$ cat src/rtl/div_pkg.sv
// div_pkg: shared types and constants for the multi-cycle divider.
// Imported by the divider RTL and visible to microcode tables.
package div_pkg;

  typedef enum logic [2:0] {
    IDLE,
    PREP,
    DIVIDE,
    FIXUP,
    DONE
  } div_state_t;

  localparam int DIV_COUNT_BITS = 5;

  // INT 0 vector raised by microcode on a divide error.
  localparam logic [7:0] DIV_ERR_VECTOR = 8'h00;

endpackage

$ cat src/rtl/div_step.sv
// div_step: one combinational restoring-division iteration.
// The compare is 17 bits wide so the bit shifted out of rem_i is kept.
module div_step (
  input  logic [15:0] rem_i,
  input  logic [15:0] dsr_i,
  input  logic        bit_i,
  output logic [15:0] rem_o,
  output logic        q_o
);

  logic [16:0] shifted;

  // shift in next dividend bit, trial-subtract, restore on borrow
  always_comb begin
    shifted = {rem_i, bit_i};
    q_o     = (shifted >= {1'b0, dsr_i});
    rem_o   = q_o ? (shifted[15:0] - dsr_i) : shifted[15:0];
  end

endmodule

$ cat src/rtl/div_unit.sv
// div_unit: restoring DIV/IDIV engine, 32/16 and 16/8.
// One quotient bit per cycle; signs applied after the magnitude loop.
module div_unit
  import div_pkg::*;
(
  input  logic        clk,
  input  logic        reset_n,
  input  logic        start,
  input  logic        is_8_bit,
  input  logic        is_signed,
  input  logic [31:0] dividend,
  input  logic [15:0] divisor,
  output logic        busy,
  output logic        complete,
  output logic        error,
  output logic [15:0] quotient,
  output logic [15:0] remainder
);

  div_state_t state_q, state_d;

  logic        busy_q, busy_d;
  logic        complete_q, complete_d;
  logic        error_q, error_d;
  logic [15:0] quotient_q, quotient_d;
  logic [15:0] remainder_q, remainder_d;

  logic        is8_q, is8_d;
  logic        sgn_q, sgn_d;
  logic [31:0] dvd_q, dvd_d;
  logic [15:0] dsr_q, dsr_d;
  logic [15:0] prem_q, prem_d;
  logic [15:0] quo_q, quo_d;
  logic        qneg_q, qneg_d;
  logic        rneg_q, rneg_d;

  logic [DIV_COUNT_BITS-1:0] cnt_q, cnt_d;

  logic        dvd_neg, dsr_neg;
  logic [31:0] dvd_ext, dvd_inv, dvd_mag;
  logic [15:0] dsr_ext, dsr_inv, dsr_mag;
  logic [15:0] hi_mag, lo_mag;
  logic [15:0] q_sgn, r_sgn, q_fix, r_fix;
  logic [15:0] q_limit;
  logic        range_err;

  logic [15:0] step_rem;
  logic        step_q;

  div_step u_step (
    .rem_i (prem_q),
    .dsr_i (dsr_q),
    .bit_i (quo_q[15]),
    .rem_o (step_rem),
    .q_o   (step_q)
  );

  // operand magnitudes and signed result fixup
  always_comb begin
    dvd_neg = sgn_q & (is8_q ? dvd_q[15] : dvd_q[31]);
    dsr_neg = sgn_q & (is8_q ? dsr_q[7] : dsr_q[15]);
    dvd_ext = is8_q ? {16'h0, dvd_q[15:0]} : dvd_q;
    dsr_ext = is8_q ? {8'h0, dsr_q[7:0]} : dsr_q;
    dvd_inv = dvd_neg ? (32'h0 - dvd_ext) : dvd_ext;
    dsr_inv = dsr_neg ? (16'h0 - dsr_ext) : dsr_ext;
    dvd_mag = is8_q ? {16'h0, dvd_inv[15:0]} : dvd_inv;
    dsr_mag = is8_q ? {8'h0, dsr_inv[7:0]} : dsr_inv;
    hi_mag  = is8_q ? {8'h0, dvd_mag[15:8]} : dvd_mag[31:16];
    // 8-bit low half is left-aligned so quo_q[15] is always the next bit
    lo_mag  = is8_q ? {dvd_mag[7:0], 8'h0} : dvd_mag[15:0];

    q_sgn     = qneg_q ? (16'h0 - quo_q) : quo_q;
    r_sgn     = rneg_q ? (16'h0 - prem_q) : prem_q;
    q_fix     = is8_q ? {8'h0, q_sgn[7:0]} : q_sgn;
    r_fix     = is8_q ? {8'h0, r_sgn[7:0]} : r_sgn;
    q_limit   = is8_q ? 16'h007F : 16'h7FFF;
    range_err = sgn_q & (quo_q > q_limit);
  end

  // next-state and datapath control
  always_comb begin
    state_d     = state_q;
    busy_d      = busy_q;
    complete_d  = 1'b0;
    error_d     = error_q;
    quotient_d  = quotient_q;
    remainder_d = remainder_q;
    is8_d       = is8_q;
    sgn_d       = sgn_q;
    dvd_d       = dvd_q;
    dsr_d       = dsr_q;
    prem_d      = prem_q;
    quo_d       = quo_q;
    qneg_d      = qneg_q;
    rneg_d      = rneg_q;
    cnt_d       = cnt_q;

    case (state_q)
      IDLE, DONE: begin
        state_d = IDLE;
        busy_d  = 1'b0;
        if (start) begin
          state_d = PREP;
          busy_d  = 1'b1;
          error_d = 1'b0;
          is8_d   = is_8_bit;
          sgn_d   = is_signed;
          dvd_d   = dividend;
          dsr_d   = divisor;
        end
      end
      PREP: begin
        dsr_d  = dsr_mag;
        qneg_d = dvd_neg ^ dsr_neg;
        rneg_d = dvd_neg;
        if ((dsr_mag == 16'h0) || (hi_mag >= dsr_mag)) begin
          error_d     = 1'b1;
          quotient_d  = 16'h0;
          remainder_d = 16'h0;
          busy_d      = 1'b0;
          complete_d  = 1'b1;
          state_d     = DONE;
        end else begin
          prem_d  = hi_mag;
          quo_d   = lo_mag;
          cnt_d   = is8_q ? 5'd8 : 5'd16;
          state_d = DIVIDE;
        end
      end
      DIVIDE: begin
        prem_d = step_rem;
        quo_d  = {quo_q[14:0], step_q};
        cnt_d  = cnt_q - 5'd1;
        if (cnt_q == 5'd1) begin
          state_d = FIXUP;
        end
      end
      FIXUP: begin
        if (range_err) begin
          error_d     = 1'b1;
          quotient_d  = 16'h0;
          remainder_d = 16'h0;
        end else begin
          quotient_d  = q_fix;
          remainder_d = r_fix;
        end
        busy_d     = 1'b0;
        complete_d = 1'b1;
        state_d    = DONE;
      end
      default: begin
        state_d = IDLE;
        busy_d  = 1'b0;
      end
    endcase
  end

  // all state, synchronous active-low reset
  always_ff @(posedge clk) begin
    if (!reset_n) begin
      state_q     <= IDLE;
      busy_q      <= 1'b0;
      complete_q  <= 1'b0;
      error_q     <= 1'b0;
      quotient_q  <= 16'h0;
      remainder_q <= 16'h0;
      is8_q       <= 1'b0;
      sgn_q       <= 1'b0;
      dvd_q       <= 32'h0;
      dsr_q       <= 16'h0;
      prem_q      <= 16'h0;
      quo_q       <= 16'h0;
      qneg_q      <= 1'b0;
      rneg_q      <= 1'b0;
      cnt_q       <= '0;
    end else begin
      state_q     <= state_d;
      busy_q      <= busy_d;
      complete_q  <= complete_d;
      error_q     <= error_d;
      quotient_q  <= quotient_d;
      remainder_q <= remainder_d;
      is8_q       <= is8_d;
      sgn_q       <= sgn_d;
      dvd_q       <= dvd_d;
      dsr_q       <= dsr_d;
      prem_q      <= prem_d;
      quo_q       <= quo_d;
      qneg_q      <= qneg_d;
      rneg_q      <= rneg_d;
      cnt_q       <= cnt_d;
    end
  end

  assign busy      = busy_q;
  assign complete  = complete_q;
  assign error     = error_q;
  assign quotient  = quotient_q;
  assign remainder = remainder_q;

endmodule

$ cat config.mk
export PLATFORM = sky130hd
export DESIGN_NAME = div_unit
export DESIGN_NICKNAME = d
export VERILOG_FILES = /design/src/rtl/div_pkg.sv /design/src/rtl/div_step.sv /design/src/rtl/div_unit.sv
export SDC_FILE = /design/constraint.sdc
export NUM_CORES = 1
export LEC_CHECK = 0
export BUFFER_PORTS_ARGS = -buffer_cell sky130_fd_sc_hd__clkbuf_2
export CELL_PAD_IN_SITES_DETAIL_PLACEMENT = 0
export CELL_PAD_IN_SITES_GLOBAL_PLACEMENT = 2
export CORE_MARGIN = 2
export CORE_UTILIZATION = 35
export CTS_CLUSTER_DIAMETER = 150
export DETAILED_ROUTE_END_ITERATION = 10
export GPL_TIMING_DRIVEN = 1
export PLACE_DENSITY_LB_ADDON = 0.05
export SLEW_MARGIN = 20
export SYNTH_ARGS = -nofsm -noshare
export SYNTH_HDL_FRONTEND = slang
export SYNTH_SLANG_ARGS = --single-unit
$ cat constraint.sdc
create_clock -name clk -period 6.2 [get_ports clk]
set_input_delay 1.86 -clock clk [delete_from_list [all_inputs] [get_ports clk]]
set_output_delay 1.86 -clock clk [all_outputs]
set_load 0.03 [all_outputs]
==> impl_metrics.csv <==
group,metric,value,unit
timing,fin_skew,0.0119,ns
synthesis,yosys_warnings,0,
routing,drt_iter0_markers,579,
synthesis,yosysSeqAreaShare,0.295,
timing,tightest_slew,1.04,ns
worst_setup_path,slowest_stage,"or4_1",
routing,post-route-drc-count,0,
clock_network,clk_pin_slew,0.06,ns
floorplan,fp-row-count,57,
global_routing,grt_pass1_wl,45200,um
routing,dr.pass1.iters,5,
global_routing,antenna_found_initial,0,
clock_network,clock-sinks,127,
cells_and_area,diodes,0,
worst_setup_path,path_class,"flip-flop to flip-flop",
outcome,status,"complete, no violations",
worst_setup_path,crit_chain,"or4_1 -> or3_1 -> nor3_1 -> a21oi_1 -> xnor2_1 -> mux2i_1 -> ha_1 -> o21a_1 -> o21ai_0 -> o31ai_1 -> or4_1 -> a21o_1 -> or3_1 -> a311oi_1",
timing,finalCriticalPeriod,5.14,ns
placement,dpl_cell_area,0.00931,mm2
placement,place.gp.congestion,0.838,
worst_hold_path,hold_path_class,"flip-flop to flip-flop",
floorplan,die_x,161,um
synthesis,syn_nets,1210,
cells_and_area,syn2layout_area_growth,15.2,%
clock_network,cts_buffers,17,
floorplan,coreArea,0.0242,mm2
global_routing,grt_max_degree,56,
routing,wl_per_cell,18.8,um
placement,dp_hpwl,21500,um
clock_network,cts_root_buf,"clkbuf_16",
routing,wl,28300,um
clock_network,ctsHoldBuffers,0,
timing,rsz0062_at_grt,"no",
floorplan,io_pins,88,
worst_setup_path,cp-end-kind,"flip-flop",
worst_setup_path,crit_fanout,22,
routing,routed-via-count,8186,
worst_setup_path,critical_path_arrival,5.47,ns
timing,hold_violations,0,
routing,vias_per_cell,5.45,
synthesis,synthesis.area,0.00861,mm2
timing,fmax,195,MHz
synthesis,synthCells,1109,
synthesis,ys_types,74,
worst_setup_path,crit_path_max_incr_delay,0.57,ns
clock_network,postCtsSetupBuffers,0,
timing,maxSlewViolCount,0,
floorplan,die_area,0.0259,mm2
synthesis,synth_flop_cell,"dfxtp_1",
floorplan,die_h,161,um
pwr,power_leakage,4.12,nW
clock_network,cts_tree,"yes",
job,cap_violations,0,
pwr,power.density,344,mW/mm2
synthesis,synth_seq_cells,127,
global_routing,gr-total-overflow,0,
clock_network,clockBufferDepth,2,
timing,relSlewSlack,0.306,
worst_setup_path,crit_family,"simple AND/OR/NAND/NOR gates",
global_routing,grt_pass1_vias,7892,
synthesis,synth-edff-count,0,
cells_and_area,final_area,0.00992,mm2
clock_network,clk_latency,0.43,ns
synthesis,synthArstFlopShare,0,
timing,setup_viol,0,
worst_setup_path,cp_num_buf_inv,0,
synthesis,post_synth.cell_area_avg,7.76,um2
clock_network,cts_resized,0,
worst_setup_path,worstSetupStartpointType,"flip-flop",
global_routing,grt_usage,0.222,
routing,drtAntennaViolNets,0,
floorplan,initial_core_util,0.355,
placement,numPortBuffers,87,
clock_network,htree_levels,4,
timing,finalSetupTns,0,ns
cells_and_area,fin_nets,1266,
worst_setup_path,cp.required,6.53,ns
timing,timing.final.crit_share,0.829,
pwr,ir_worst_vdd,171,uV
cells_and_area,drive_above_1_share,0.140,
metal layers:
layer	vias up	track usage	wire length, um
met5	-	0	0
met4	0	0.0597	408
met3	24	0.0279	897
met2	168	0.340	12300
met1	3834	0.329	14700
li1	4160	-	-
layout by cell type (no fill, tap or decap), types with 26 or more instances in the layout:
cell type / Yosys / layout
xnor2_1: 55 / 55
nor2_1: 74 / 73
nand2_1: 150 / 150
a22o_1: 30 / 30
ha_1: 47 / 47
a21oi_1: 87 / 87
nor3_1: 26 / 26
clkbuf_2: 2 / 87
inv_1: 41 / 41
dfxtp_1: 127 / 126
xor2_1: 27 / 27
o21ai_0: 65 / 65
area by class of cell:
cell class              instances  area [um2]
multi-input cells             870        5620
fillers                      2605       14300
repair buffers                107         586
well taps                     324         405
clock inverters                14         180
flip-flops and latches        127        2540
clock buffers                  18         429
inverters                      42         158
synthesized netlist by cell type, types with 5 or more instances:
library cell,n,share of area
dfxtp_1,127,0.30
a221oi_1,7,0.0071
a21o_1,14,0.012
o211a_1,9,0.010
ha_1,47,0.068
nand4_1,10,0.0073
nand3_1,23,0.013
nor4_1,11,0.0080
a31oi_1,24,0.017
nand2b_1,8,0.0058
buf_2,14,0.0081
nand2_1,150,0.065
clkbuf_1,41,0.018
nor3_1,26,0.015
xor2_1,27,0.027
o2111ai_1,5,0.0051
o21ai_1,12,0.0070
or3_1,24,0.017
o21ai_0,65,0.038
a311oi_1,6,0.0061
buf_1,8,0.0035
or4_1,10,0.0087
xnor2_1,55,0.056
and3_1,9,0.0065
o31ai_1,17,0.015
mux2i_1,11,0.013
o21a_1,7,0.0061
inv_1,41,0.018
a22o_1,30,0.031
nor2b_1,8,0.0058
o211ai_1,10,0.0087
a21oi_1,87,0.051
a211oi_1,18,0.016
nor2_1,74,0.032
registers in the layout (all words and copies together), names as in the netlist:
| signal | count |
|---|---|
| error | 1 |
| dvd_q | 32 |
| remainder | 16 |
| prem_q | 16 |
| is8_q | 1 |
| quo_q | 16 |
| dsr_q | 16 |
| qneg_q | 1 |
| cnt_q | 5 |
| quotient | 16 |
| complete | 1 |
| rneg_q | 1 |
| busy | 1 |
| sgn_q | 1 |
| state_q | 3 |
kinds of logic after synthesis:
| family | share of synthesized area |
|---|---|
| muxes | 0.0171 |
| and+or+nand+nor | 0.210 |
| adders and majority gates | 0.0706 |
| AOI/OAI and AO/OA | 0.270 |
| DFF | 0.295 |
| buffers and inverters | 0.0542 |
| xor gates and xnor gates | 0.0834 |
through the flow:
step | total power [mW] | hold slack [ns] | setup WS (ns) | cells | utilization
detailed placement | 2.37 | 0.462 | 1.12 | 1470 | 0.384
finish | 3.41 | 0.475 | 1.06 | 1502 | 0.409
global placement | 2.38 | 0.461 | 1.14 | 1470 | 0.384
CTS | 3.44 | 0.476 | 1.09 | 1502 | 0.409
global route | 3.65 | 0.488 | 0.719 | 1502 | 0.409
floorplan | 2.00 | 0.456 | 1.85 | 1109 | -
power breakdown:
group          switching (mW)  internal [mW]  leakage [nW]
sequential              0.144          0.899          1.04
combinational           0.794          0.514          2.79
clock                   0.419          0.641         0.298
total                    1.36           2.05          4.12
final timing paths:
kind	slack, ns	end	cells after the start	startpoint
setup reg to reg	1.06	quo_q[9]$_SDFFE_PN0P_	14	dvd_q[3]$_SDFFE_PN0P_
hold / removal	0.47	remainder[7]$_SDFFE_PN0P_	1	remainder[7]$_SDFFE_PN0P_
setup / recovery	1.06	quo_q[9]$_SDFFE_PN0P_	14	dvd_q[3]$_SDFFE_PN0P_
hold reg to reg	0.47	remainder[7]$_SDFFE_PN0P_	1	remainder[7]$_SDFFE_PN0P_
Note: power is estimated with default switching activity, not from simulation.
